### config.mk
export PLATFORM = sky130hd
export DESIGN_NAME = i2c_target
export DESIGN_NICKNAME = d
export VERILOG_FILES = /design/src/rtl/i2c_pkg.sv /design/src/rtl/i2c_line_sync.sv /design/src/rtl/i2c_target.sv
export SDC_FILE = /design/constraint.sdc
export NUM_CORES = 1
export LEC_CHECK = 0
export CAP_MARGIN = 20
export CELL_PAD_IN_SITES_DETAIL_PLACEMENT = 0
export CELL_PAD_IN_SITES_GLOBAL_PLACEMENT = 1
export CORE_MARGIN = 5
export CORE_UTILIZATION = 45
export DETAILED_ROUTE_END_ITERATION = 12
export PLACE_DENSITY = 0.94
export SKIP_CTS_REPAIR_TIMING = 1
export SLEW_MARGIN = 20
export SYNTH_ARGS = -nofsm -noshare
export SYNTH_HDL_FRONTEND = slang
export SYNTH_SLANG_ARGS = --single-unit
### constraint.sdc
create_clock -name clk -period 5.9 [get_ports clk]
set_input_delay 0.885 -clock clk [delete_from_list [all_inputs] [get_ports clk]]
set_output_delay 0.885 -clock clk [all_outputs]
set_load 0.02 [all_outputs]
### src/rtl/i2c_pkg.sv
// Shared types and bus constants for the I2C target.
package i2c_pkg;

    typedef enum logic [2:0] {
        ST_IDLE,
        ST_ADDR,
        ST_ADDR_ACK,
        ST_WRITE,
        ST_WRITE_ACK,
        ST_READ,
        ST_READ_ACK
    } i2c_state_e;

    localparam logic I2C_ACK      = 1'b0;
    localparam logic I2C_NACK     = 1'b1;
    localparam logic I2C_RW_WRITE = 1'b0;
    localparam logic I2C_RW_READ  = 1'b1;

    // Cycles from a tx_req pulse to the tx_data capture.
    localparam int TX_LOAD_DELAY = 3;

endpackage

### src/rtl/i2c_line_sync.sv
// Synchronizes an SCL/SDA pair, filters short glitches and flags edges and
// START/STOP conditions.
module i2c_line_sync
    import i2c_pkg::*;
#(
    parameter int SYNC_STAGES = 2
) (
    input  logic clk,
    input  logic rst,
    input  logic scl_in,
    input  logic sda_in,
    output logic scl_s,
    output logic sda_s,
    output logic scl_rise,
    output logic scl_fall,
    output logic start_cond,
    output logic stop_cond
);

    logic [SYNC_STAGES-1:0] scl_sync_q, scl_sync_d;
    logic [SYNC_STAGES-1:0] sda_sync_q, sda_sync_d;
    logic                   scl_q, scl_d;
    logic                   sda_q, sda_d;

    // The filtered level only moves once every sync stage agrees, so pulses
    // shorter than the synchronizer depth never reach the decision logic.
    always_comb begin
        scl_sync_d = {scl_sync_q[SYNC_STAGES-2:0], scl_in};
        sda_sync_d = {sda_sync_q[SYNC_STAGES-2:0], sda_in};
        scl_d      = scl_q;
        sda_d      = sda_q;
        if (&scl_sync_q)       scl_d = 1'b1;
        else if (~|scl_sync_q) scl_d = 1'b0;
        if (&sda_sync_q)       sda_d = 1'b1;
        else if (~|sda_sync_q) sda_d = 1'b0;
    end

    always_ff @(posedge clk) begin
        if (rst) begin
            scl_sync_q <= '1;
            sda_sync_q <= '1;
            scl_q      <= 1'b1;
            sda_q      <= 1'b1;
        end else begin
            scl_sync_q <= scl_sync_d;
            sda_sync_q <= sda_sync_d;
            scl_q      <= scl_d;
            sda_q      <= sda_d;
        end
    end

    assign scl_s      = scl_q;
    assign sda_s      = sda_q;
    assign scl_rise   = scl_d & ~scl_q;
    assign scl_fall   = ~scl_d & scl_q;
    assign start_cond = sda_q & ~sda_d & scl_q;
    assign stop_cond  = ~sda_q & sda_d & scl_q;

endmodule

### src/rtl/i2c_target.sv
// I2C target with 7-bit addressing and a byte-stream user interface;
// SDA is open-drain via i2c_sda_drive_n.
module i2c_target
    import i2c_pkg::*;
#(
    parameter logic [6:0] ADDRESS     = 7'h42,
    parameter int         SYNC_STAGES = 2
) (
    input  logic       clk,
    input  logic       rst,
    input  logic       i2c_scl_in,
    input  logic       i2c_sda_in,
    output logic       i2c_sda_drive_n,
    output logic       rx_valid,
    output logic [7:0] rx_data,
    output logic       rx_first,
    output logic       tx_req,
    input  logic [7:0] tx_data,
    output logic       busy,
    output logic       start_det,
    output logic       stop_det
);

    logic scl_s_unused, sda_s, scl_rise, scl_fall, start_cond, stop_cond;

    i2c_line_sync #(.SYNC_STAGES(SYNC_STAGES)) u_sync (
        .clk       (clk),
        .rst       (rst),
        .scl_in    (i2c_scl_in),
        .sda_in    (i2c_sda_in),
        .scl_s     (scl_s_unused),
        .sda_s     (sda_s),
        .scl_rise  (scl_rise),
        .scl_fall  (scl_fall),
        .start_cond(start_cond),
        .stop_cond (stop_cond)
    );

    i2c_state_e               state_q, state_d;
    logic [2:0]               cnt_q, cnt_d;
    logic                     done_q, done_d;
    logic [7:0]               shift_q, shift_d;
    logic [7:0]               tx_shift_q, tx_shift_d;
    logic                     rw_q, rw_d;
    logic                     ack_ph_q, ack_ph_d;
    logic [TX_LOAD_DELAY-1:0] tx_pipe_q, tx_pipe_d;
    logic                     busy_q, busy_d;
    logic                     sda_drive_n_q, sda_drive_n_d;
    logic                     rx_valid_q, rx_valid_d;
    logic [7:0]               rx_data_q, rx_data_d;
    logic                     rx_first_q, rx_first_d;
    logic                     tx_req_q, tx_req_d;
    logic                     start_det_q, start_det_d;
    logic                     stop_det_q, stop_det_d;
    logic [7:0]               byte_next;

    assign byte_next = {shift_q[6:0], sda_s};

    always_comb begin
        state_d       = state_q;
        cnt_d         = cnt_q;
        done_d        = done_q;
        shift_d       = shift_q;
        tx_shift_d    = tx_shift_q;
        rw_d          = rw_q;
        ack_ph_d      = ack_ph_q;
        tx_pipe_d     = {tx_pipe_q[TX_LOAD_DELAY-2:0], tx_req_q};
        busy_d        = busy_q;
        sda_drive_n_d = sda_drive_n_q;
        rx_valid_d    = 1'b0;
        rx_data_d     = rx_data_q;
        rx_first_d    = rx_first_q;
        tx_req_d      = 1'b0;
        start_det_d   = 1'b0;
        stop_det_d    = 1'b0;

        if (tx_pipe_q[TX_LOAD_DELAY-1]) tx_shift_d = tx_data;
        if (rx_valid_q)                 rx_first_d = 1'b0;

        if (start_cond) begin
            start_det_d   = 1'b1;
            cnt_d         = 3'd0;
            done_d        = 1'b0;
            ack_ph_d      = 1'b0;
            sda_drive_n_d = 1'b1;
            state_d       = ST_ADDR;
        end else if (stop_cond) begin
            stop_det_d    = 1'b1;
            busy_d        = 1'b0;
            sda_drive_n_d = 1'b1;
            state_d       = ST_IDLE;
        end else begin
            unique case (state_q)
                ST_ADDR: if (scl_rise) begin
                    shift_d = byte_next;
                    cnt_d   = cnt_q + 3'd1;
                    if (cnt_q == 3'd7) begin
                        if (byte_next[7:1] == ADDRESS) begin
                            busy_d   = 1'b1;
                            rw_d     = byte_next[0];
                            ack_ph_d = 1'b0;
                            state_d  = ST_ADDR_ACK;
                        end else begin
                            busy_d  = 1'b0;
                            state_d = ST_IDLE;
                        end
                    end
                end
                // First fall drives the ACK; second fall ends it and either
                // releases (write) or drives the first read MSB.
                ST_ADDR_ACK: if (scl_fall) begin
                    if (!ack_ph_q) begin
                        sda_drive_n_d = I2C_ACK;
                        ack_ph_d      = 1'b1;
                        tx_req_d      = (rw_q == I2C_RW_READ);
                    end else begin
                        ack_ph_d = 1'b0;
                        done_d   = 1'b0;
                        if (rw_q == I2C_RW_WRITE) begin
                            sda_drive_n_d = 1'b1;
                            rx_first_d    = 1'b1;
                            cnt_d         = 3'd0;
                            state_d       = ST_WRITE;
                        end else begin
                            sda_drive_n_d = tx_shift_q[7];
                            tx_shift_d    = {tx_shift_q[6:0], 1'b0};
                            cnt_d         = 3'd1;
                            state_d       = ST_READ;
                        end
                    end
                end
                ST_WRITE: if (scl_rise) begin
                    shift_d = byte_next;
                    cnt_d   = cnt_q + 3'd1;
                    if (cnt_q == 3'd7) begin
                        rx_data_d  = byte_next;
                        rx_valid_d = 1'b1;
                        ack_ph_d   = 1'b0;
                        state_d    = ST_WRITE_ACK;
                    end
                end
                ST_WRITE_ACK: if (scl_fall) begin
                    if (!ack_ph_q) begin
                        sda_drive_n_d = I2C_ACK;
                        ack_ph_d      = 1'b1;
                    end else begin
                        sda_drive_n_d = 1'b1;
                        ack_ph_d      = 1'b0;
                        cnt_d         = 3'd0;
                        state_d       = ST_WRITE;
                    end
                end
                ST_READ: if (scl_fall) begin
                    if (done_q) begin
                        sda_drive_n_d = 1'b1;
                        done_d        = 1'b0;
                        state_d       = ST_READ_ACK;
                    end else begin
                        sda_drive_n_d     = tx_shift_q[7];
                        tx_shift_d        = {tx_shift_q[6:0], 1'b0};
                        {done_d, cnt_d}   = {1'b0, cnt_q} + 4'd1;
                    end
                end
                // A NACK parks in IDLE with busy held until STOP or START.
                ST_READ_ACK: if (scl_rise) begin
                    if (sda_s == I2C_ACK) begin
                        tx_req_d = 1'b1;
                        cnt_d    = 3'd0;
                        done_d   = 1'b0;
                        state_d  = ST_READ;
                    end else begin
                        state_d = ST_IDLE;
                    end
                end
                default: ;
            endcase
        end
    end

    always_ff @(posedge clk) begin
        if (rst) begin
            state_q       <= ST_IDLE;
            cnt_q         <= 3'd0;
            done_q        <= 1'b0;
            shift_q       <= 8'h00;
            tx_shift_q    <= 8'h00;
            rw_q          <= I2C_RW_WRITE;
            ack_ph_q      <= 1'b0;
            tx_pipe_q     <= '0;
            busy_q        <= 1'b0;
            sda_drive_n_q <= 1'b1;
            rx_valid_q    <= 1'b0;
            rx_data_q     <= 8'h00;
            rx_first_q    <= 1'b0;
            tx_req_q      <= 1'b0;
            start_det_q   <= 1'b0;
            stop_det_q    <= 1'b0;
        end else begin
            state_q       <= state_d;
            cnt_q         <= cnt_d;
            done_q        <= done_d;
            shift_q       <= shift_d;
            tx_shift_q    <= tx_shift_d;
            rw_q          <= rw_d;
            ack_ph_q      <= ack_ph_d;
            tx_pipe_q     <= tx_pipe_d;
            busy_q        <= busy_d;
            sda_drive_n_q <= sda_drive_n_d;
            rx_valid_q    <= rx_valid_d;
            rx_data_q     <= rx_data_d;
            rx_first_q    <= rx_first_d;
            tx_req_q      <= tx_req_d;
            start_det_q   <= start_det_d;
            stop_det_q    <= stop_det_d;
        end
    end

    assign i2c_sda_drive_n = sda_drive_n_q;
    assign rx_valid        = rx_valid_q;
    assign rx_data         = rx_data_q;
    assign rx_first        = rx_first_q;
    assign tx_req          = tx_req_q;
    assign busy            = busy_q;
    assign start_det       = start_det_q;
    assign stop_det        = stop_det_q;

endmodule

==> impl_metrics.ini, run 1 <==
[die]
ios = 27
die_w_um = 80.3
design.die.area_um2 = 6440
rows = 25
initial_utilization_pct = 46.7
die-height_um = 80.3
coreArea_um2 = 4750

[cts]
cts_num_sinks = 48
clockRootBuffer = clkbuf_8
cts_tree = done
cts.htree.levels = 2
numCtsBuffers = 5
clk-insertion-delay-late_ns = 0.30
cts_buffer_depth = 2
path_clk_slew_ns = 0.09

[setup_path]
rrSetupSlack_ns = 3.36
regToRegStartpoint = state_q[0]
worst-setup-path-type = reg2reg
crit_arrival_ns = 2.72
start_kind = flop
path_max_fanout = 20
reg2reg_depth = 5
cp-end-kind = flop
cp.required_ns = 6.08
r2r_end = rx_data[5]

[detailed_routing]
wl_mm = 4.67
wl_per_cell_um = 13.9
num_vias = 1873
antenna_left = 0
vias_per_cell = 5.57
drc = 0
drt-pass1-iter-count = 4
drt_iter0_markers = 177

[timing]
max_freq_mhz = 394
max_slew_margin_pct = 52.0
hold_viol = 0
worstMarginPinSlew_ns = 0.718
post-route-period-util_pct = 43.0
finalSetupViolCount = 0
finalSetupTns_ns = 0
finClkSkew_ns = 0.00756
slew_violations = 0
fin_crit_ns = 2.54
worst_slack_ns = 3.36
rsz0062_at_grt = false

[yosys]
ys.warnings.count = 0
ys_ff_latch = 48
ys_seq_area_share_pct = 43.3
synth-edff-count = 0
synth_cells = 250
syn-cell-area_um2 = 2220
yosysUniqueCellTypes = 46
synth_ff_type = dfxtp_1
syn_avg_cell_area_um2 = 8.88
synthArstFlopShare_pct = 0
syn_nets = 264

[worst_hold_path]
worstHoldStart = tx_pipe_q[1]
hold_path.class = reg2reg
hold_path_end = tx_pipe_q[2]
hold_depth = 1

[placement]
portBuffers = 26
dp_cells = 328
dp_hpwl_mm = 3.21
dp_slack_ns = 3.26
gp_congestion = 0.876

[cells_and_area]
final_cell_mix = dfxtp_1, nor2_1, clkdlybuf4s50_1, mux2i_1, a21oi_1
fin_cells = 336
drive_gt1_share_pct = 6.32
nNetsFinal = 282
layout_commonest_cell = dfxtp_1
area_delta_synth_final_pct = 19.0
antennaDiodeCount = 0
fillers = 467

[run]
max_cap_violations = 0

[global_routing]
grt_usage_pct = 15.5
grt_pass1_wl_mm = 7.94
grt_pass1_vias = 1672
grt_max_degree = 35
grt.overflow.total = 0
antenna_found_initial = 0

[pwr]
peakVddDrop_v = 0.000175
p_leak_nw = 0.950
cellPowerDensity_nw_per_um2 = 239

[status]
status = completed
[metal layers]
metal / share of wire [%] / up-vias / wire, um / track usage [%]
met5: 0 / - / 0 / 0
met1: 46 / 858 / 2170 / 20.5
li1: - / 941 / - / -
met2: 44 / 67 / 2070 / 24.6
met3: 7.4 / 7 / 345 / 4.15
met4: 1.7 / 0 / 79 / 5.07
[flip-flops by register name, summed over array words and instances, names as in the netlist, 2 cells and up]
| name | flops |
|---|---|
| cnt_q | 3 |
| rx_data | 8 |
| shift_q | 7 |
| state_q | 3 |
| tx_pipe_q | 3 |
| tx_shift_q | 8 |
| u_sync.scl_sync_q | 2 |
| u_sync.sda_sync_q | 2 |
[synth_stat cells, drive strengths merged, types with 2 or more instances]
| library cell | n | share of area [%] |
|---|---|---|
| inv | 7 | 1.2 |
| o21ai | 13 | 2.9 |
| a21oi | 17 | 3.8 |
| a31oi | 4 | 1.1 |
| nand3 | 7 | 1.6 |
| buf | 2 | 0.68 |
| nand2b | 6 | 1.7 |
| or3 | 4 | 1.1 |
| o2bb2ai | 8 | 3.2 |
| a22oi | 2 | 0.68 |
| and3b | 3 | 1.2 |
| nor3b | 6 | 2.0 |
| o21bai | 3 | 1.0 |
| nor4b | 2 | 0.79 |
| a211o | 2 | 0.79 |
| o22ai | 2 | 0.56 |
| or2 | 4 | 1.1 |
| mux2i | 20 | 9.0 |
| nand3b | 3 | 1.0 |
| o21a | 2 | 0.68 |
| o211ai | 2 | 0.68 |
| nor3 | 3 | 0.68 |
| ha | 2 | 1.1 |
| dfxtp | 48 | 43 |
| o221ai | 2 | 0.79 |
| nor2 | 27 | 4.6 |
| nand2 | 16 | 2.7 |
| nor2b | 3 | 0.85 |
| clkbuf | 14 | 2.4 |
| nand4b | 2 | 0.79 |
[critical path: stages (launching register included)]
cell and delay, ns:
dfxtp_1 0.71, nand2b_1 0.33, nor2_1 0.51, nand3_1 0.51
mux2i_1 0.30, nor2_1 0.05
[logic make-up after synthesis]
logic type,count (synthesis),share of synthesized area (%)
fa+ha+maj,2,1.13
simple gates,91,22.5
xor+xnor,1,0.394
buf+inv,23,4.23
flops,48,43.3
compound gates,64,18.9
mux,21,9.52
[per-stage QoR]
stage	utilization (%)	hold slack, ns	power [W]	instance area (um2)
6_report	55.6	0.441	0.000630	2640
5_1_grt	55.6	0.459	0.000657	2640
4_1_cts	55.6	0.443	0.000635	2640
3_5_place_dp	52.7	0.422	0.000354	2500
3_3_place_gp	52.7	0.417	0.000354	2500
2_1_floorplan	-	0.414	0.000344	2220
[cell type report]
type                            count  area [um2]  share of cell area (%)
Multi-Input combinational cell    179        1170                    44.1
Clock buffer                        5        68.8                    2.60
Clock inverter                      3        68.8                    2.60
Tap cell                           67        83.8                    3.17
Sequential cell                    48         961                    36.4
Inverter                            7        26.3                   0.994
Timing Repair Buffer               27         268                    10.1
[worst max-delay path by stage]
stage / endpoint / slack (ns) / startpoint / cells after the start
after floorplan: cnt_q[1] / 3.88 / u_sync.scl_s / 6
after global placement: tx_shift_q[6] / 3.35 / rst / 5
after detailed placement: tx_shift_q[4] / 3.26 / rst / 5
after CTS: rx_data[5] / 3.33 / state_q[0] / 5
after global routing: rx_data[2] / 3.03 / state_q[0] / 5
final: rx_data[5] / 3.36 / state_q[0] / 5
[where the power goes]
group	total (W)	internal, W	switching, W
clock network	0.000284	0.000171	0.000113
registers	0.000328	0.000325	0.00000263
logic	0.0000184	0.0000101	0.00000829
No activity file was read; power rests on OpenSTA's default activity.
==> run 2, diff against run 1 <==
CORE_UTILIZATION = 38   (was 45)
PLACE_DENSITY = 0.85   (was 0.94)
clock period = 2.2 ns   (was 5.9 ns; I/O delays follow)
==> impl_metrics.ini, run 2 (synthesis gave the netlist of run 1 again) <==
[cells_and_area]
final_cell_mix = dfxtp_1, nor2_1, clkdlybuf4s50_1, buf_4, mux2i_1
multi_input_area_um2 = 1170
fin_cells = 364
final-seq-area_um2 = 968
nNetsFinal = 305
area_delta_synth_final_pct = 26.5
fillers = 541
layout_commonest_cell = dfxtp_1
drive_gt1_share_pct = 14.7
antennaDiodeCount = 0
final_core_util_pct = 50.1

[detailed_routing]
antenna_left = 0
wl_per_cell_um = 14.2
drc = 0
wl_mm = 5.16
num_vias = 1944
vias_per_cell = 5.34
drt-pass1-iter-count = 4
drt_iter0_markers = 125

[placement]
portBuffers = 26
dp_cells = 352
gp_congestion = 0.915
dp_hpwl_mm = 3.73

[timing]
slew_violations = 0
finalSetupViolCount = 0
max_freq_mhz = 478
worstMarginPinSlew_ns = 0.451
hold_viol = 0
rsz0062_at_grt = true
finClkSkew_ns = 0.0100
max_slew_margin_pct = 69.7
post-route-period-util_pct = 95.2
fin_crit_ns = 2.09

[die]
design.die.area_um2 = 7470
ios = 27
rows = 27
die_w_um = 86.5
initial_utilization_pct = 39.6
die-height_um = 86.5
coreArea_um2 = 5610

[setup_path]
cp-end-kind = flop
cp.required_ns = 2.44
start_kind = flop
path_max_fanout = 6
crit_arrival_ns = 2.33
worst-setup-path-type = reg2reg

[pwr]
cellPowerDensity_nw_per_um2 = 564
p_leak_nw = 1.05
peakVddDrop_v = 0.000327

[global_routing]
grt_use_met1_pct = 19.8
grt_util_met2_pct = 21.3
grt_pass1_vias = 1783
top_usage_layer = met2
grt_pass1_wl_mm = 8.54
antenna_found_initial = 0
grt_max_degree = 17
grt_usage_pct = 14.2
grt.overflow.total = 0
grt_use_met3_pct = 3.04

[cts]
cts.htree.levels = 2
clockRootBuffer = clkbuf_8
clk-insertion-delay-late_ns = 0.30
cts_buffer_depth = 2
path_clk_slew_ns = 0.09
cts_tree = done
cts_num_sinks = 48
numCtsBuffers = 5

[run]
max_cap_violations = 0

[worst_hold_path]
hold_path.class = reg2reg

[status]
status = completed
run 2: cell types whose count changed in the layout (fill, tap and decap cells not counted), sizes merged:
cell      change
buf          +23
bufinv        -1
clkinvlp      +1
run 2: metal layers:
layer / vias up / share of wire, %
met5: - / 0
met4: 0 / 1.2
met1: 890 / 47
li1: 983 / -
met2: 65 / 45
met3: 6 / 6.7
run 2: area by class of cell:
cell class / count / area share [%]
Timing Repair Buffer: 50 / 15.7
Clock buffer: 5 / 2.45
Tap cell: 72 / 3.21
Multi-Input combinational cell: 179 / 41.6
Sequential cell: 48 / 34.5
Inverter: 7 / 0.935
Clock inverter: 3 / 1.65
run 2: report_power, final:
group / total [W] / switching, W / internal, W / leakage [nW]
clock: 0.000647 / 0.000304 / 0.000343 / 0.0548
combinational: 0.0000610 / 0.0000279 / 0.0000332 / 0.604
sequential: 0.000877 / 0.00000542 / 0.000871 / 0.388
run 2: metrics by stage:
step / power (W) / setup TNS, ns / hold WS [ns] / instance area, um2 / setup WS, ns
detailed placement: 0.000957 / 0 / 0.423 / 2650 / 0.110
finish: 0.00158 / 0 / 0.438 / 2810 / 0.106
global placement: 0.000957 / 0 / 0.421 / 2650 / 0.161
CTS: 0.00161 / 0 / 0.444 / 2770 / 0.0870
global route: 0.00164 / -0.223 / 0.460 / 2810 / -0.103
floorplan: 0.000922 / 0 / 0.414 / 2220 / 0.175
run 2: path summary, 6_finish.rpt:
path | slack, ns | depth (start not counted) | startpoint | to
setup / recovery | 0.11 | 5 | u_sync.scl_sync_q[0] | cnt_q[1]
hold / removal | 0.44 | 1 | tx_pipe_q[1] | tx_pipe_q[2]
setup reg to reg | 0.11 | 5 | u_sync.scl_sync_q[0] | cnt_q[1]
hold reg to reg | 0.44 | 1 | tx_pipe_q[1] | tx_pipe_q[2]
run 2: critical path, stage by stage (launching register included):
cell and delay [ns]:
dfxtp_4 0.37, or3b_4 0.40, a222oi_1 0.45, o211ai_1 0.26
or3_1 0.43, a21oi_2 0.11
==> variant 1, RTL diff (config.mk and constraints of run 1) <==
Set the package constant `TX_LOAD_DELAY` to 2 (it was 3).
--- a/src/rtl/i2c_pkg.sv
+++ b/src/rtl/i2c_pkg.sv
@@ -19,3 +19,3 @@
     // Cycles from a tx_req pulse to the tx_data capture.
-    localparam int TX_LOAD_DELAY = 3;
+    localparam int TX_LOAD_DELAY = 2;
 
Function: no difference found for any inputs over 10 cycles, from zero or initial values and one cycle with rst high; that may be too few to reach the edited logic, so the function may still have changed.
==> variant 1 against run 1 <==
Synthesized area increased by 1.4%. Count of clock-buffer cells in the layout unchanged. Sequential cell count decreased by 1. Final area decreased by 2.3%. Setup slack improved by 0.0081 ns. Combinational power increased by 13%. Power decreased by 16%. Critical path depth unchanged. Non-clock buffer count unchanged. Wire length increased by 2.9%. Critical path type unchanged.
==> variant 1: results <==
metrics = {
    "pwr": {
        "switching_share": 0.2223,
        "peakVddDrop_mv": 0.1078,
        "switchingPower_mw": 0.1174,
        "pwr-share-clk": 0.351,
        "cellLeakagePower_nw": 0.9469,
        "comb_power_mw": 0.0208,
    },
    "synthesis": {
        "yosys-top-cells-area": "dfxtp_1, mux2i_1, a21oi_1",
        "synth.distinct_cells": 52,
        "yosysSeqAreaShare": 0.4180,
        "synthTopCellsByCount": "dfxtp_1, nor2_1, mux2i_1",
        "synth.avg_cell_area_um2": 8.968,
    },
    "route": {
        "wl_per_cell_um": 14.50,
        "wl_met2_um": 2265,
        "vias": 1852,
        "wl_met1_um": 2161,
    },
    "worst_hold_path": {
        "worstHoldStart": "tx_pipe_q[0]",
    },
    "worst_setup_path": {
        "path_max_fanout": 19,
        "r2r_slack_ns": 3.37,
        "r2r-end": "rx_data[6]",
    },
    "final_layout": {
        "nets": 278,
    },
    "status": {
        "status": "complete, no violations",
    },
    "sta": {
        "period_share": 0.4289,
        "fin_skew_ns": 0.005747,
        "hold_slack_ns": 0.4411,
    },
    "global_route": {
        "grt_pass1_wl_um": 8024,
        "grtUsageMet1": 0.1914,
        "met3_usage": 0.04372,
        "grt_use_total": 0.1590,
    },
    "place": {
        "pre_cts_slack_ns": 3.327,
        "dp_cells": 324,
    },
}
## variant 1: changes by cell type in the layout (fill, tap and decap cells not counted), sizes merged, moves of 3 or more
cell,run 1,this run
inv,8,2
nor3b,6,1
nand2,16,20
nor2,27,23
and2,0,3
nor3,3,6
o32ai,0,3
## variant 1: logic make-up (layout without fill, tap and decap cells)
| family | count (synthesis) | after routing | share of synthesized area |
|---|---|---|---|
| AOI/OAI and AO/OA | 64 | 64 | 0.1973 |
| adders and majority gates | 2 | 2 | 0.01112 |
| buffers and inverters | 23 | 36 | 0.04947 |
| DFF | 47 | 47 | 0.4180 |
| muxes | 23 | 23 | 0.1028 |
| and+or+nand+nor | 92 | 92 | 0.2212 |
## variant 1: layout make-up
cell class / count / area [um^2]
fill: 461 / 2205
multi-input combinational: 181 / 1199
sequential: 47 / 940.9
timing repair buffer: 27 / 267.8
tap: 67 / 83.83
clock buffer: 5 / 68.82
clock inverter: 2 / 13.76
inverter: 2 / 7.507
==> variant 2, RTL diff (settings of run 1) <==
Made on the original files. Re-encode `i2c_state_e` (7 states) as Gray code, 3 bits wide.
--- a/src/rtl/i2c_pkg.sv
+++ b/src/rtl/i2c_pkg.sv
@@ -4,9 +4,9 @@
     typedef enum logic [2:0] {
-        ST_IDLE,
-        ST_ADDR,
-        ST_ADDR_ACK,
-        ST_WRITE,
-        ST_WRITE_ACK,
-        ST_READ,
-        ST_READ_ACK
+        ST_IDLE      = 3'b000,
+        ST_ADDR      = 3'b001,
+        ST_ADDR_ACK  = 3'b011,
+        ST_WRITE     = 3'b010,
+        ST_WRITE_ACK = 3'b110,
+        ST_READ      = 3'b111,
+        ST_READ_ACK  = 3'b101
     } i2c_state_e;
Formal check against the unedited RTL: no difference found for any inputs over 10 cycles, from zero or initial values and one cycle with rst high; not proved beyond that.
==> variant 2 against run 1 <==
Wire length increased by 4.7%. Non-clock buffer count unchanged. Critical endpoint is now state_q[2]. Cell count up 2.4%. Synthesized area is 4.5% higher. Setup slack improved by 0.14 ns. Maximum frequency increased by 5.7%. Power down 12%. Critical path depth unchanged. Sequential power barely moved. Sequential cell count unchanged. Final area up 1.6%. Largest cell class unchanged. Critical path type unchanged.
==> variant 2: results <==
metrics = {
    "status": {
        "status": "complete, no violations",
    },
    "place": {
        "pre_cts_slack_ns": 3.338,
        "dpl-instance-area_mm2": 0.002589,
        "dpl.hpwl_um": 3406,
        "dp_cells": 336,
        "gp_congestion": 0.9198,
    },
    "synthesis": {
        "synth_xor_area_frac": 0.01564,
        "yosys-top-cells-area": "dfxtp_1, mux2i_1, nor2_1",
        "syn_area_mm2": 0.002320,
        "synth.distinct_cells": 55,
        "synthTopCellsByCount": "dfxtp_1, nor2_1, mux2i_1",
        "muxShareOfSynthArea": 0.1257,
        "synth.avg_cell_area_um2": 9.026,
        "synth_compound_area_frac": 0.1494,
        "yosysSeqAreaShare": 0.4142,
        "synthAdderAreaFrac": 0.01079,
        "synth_seq_cells": 48,
    },
    "global_route": {
        "grt_pass1_vias": 1765,
        "met3_usage": 0.03947,
        "grt_pass1_wl_um": 8217,
        "grtUsageMet1": 0.2179,
        "grt_use_total": 0.1567,
    },
    "worst_setup_path": {
        "r2r_start": "state_q[2]",
        "path_delay_family": "flip-flops",
        "crit_path_max_incr_delay_ns": 1.00,
        "r2r_slack_ns": 3.50,
    },
    "final_layout": {
        "buffer_area_frac": 0.09972,
        "num-nonclk-inverters": 3,
        "clk_share": 0.03588,
        "n_clock_buffer": 6,
        "area_growth_pct": 15.75,
        "multi_input_area_mm2": 0.001261,
        "nets": 287,
        "drive_gt1_frac": 0.07664,
    },
    "route": {
        "totalWireLength_um": 4883,
        "via_per_inst": 5.576,
        "drtIter0Drc": 134,
        "wl_met3_um": 207,
        "highest_layer": "met4",
        "wl_met2_um": 2149,
        "wl_met1_um": 2432,
        "wl_per_cell_um": 14.19,
    },
    "sta": {
        "tightest_slew_ns": 1.018,
        "period_share": 0.4069,
        "hold_slack_ns": 0.4462,
        "fin_skew_ns": 0.005324,
    },
    "worst_hold_path": {
        "min_path_type": "register to register",
        "hold_end": "tx_pipe_q[2]",
    },
}
-- variant 2: changes by cell type after synthesis, moves of 3 or more --
cell / delta
a31oi_1: -3
mux2i_1: +8
nand2b_1: -5
clkbuf_1: -6
nor3_1: +3
buf_2: +6
nor2b_1: +3
o21ai_0: -5
inv_1: -4
or3_1: -3
and3_1: +3
nor2_1: +5
-- variant 2: logic make-up (layout without fill, tap and decap cells) --
| group | count (synthesis) | after routing |
|---|---|---|
| xor gates and xnor gates | 2 | 2 |
| AOI/OAI and AO/OA | 51 | 51 |
| and+or+nand+nor | 104 | 104 |
| DFF | 48 | 48 |
| muxes | 29 | 29 |
| buffers and inverters | 21 | 38 |
| adders and majority gates | 2 | 2 |
-- variant 2: power by group --
| part | switching (mW) | internal (mW) |
|---|---|---|
| sequential | 0.00244 | 0.325 |
| clock | 0.113 | 0.0960 |
| combinational | 0.00842 | 0.00998 |
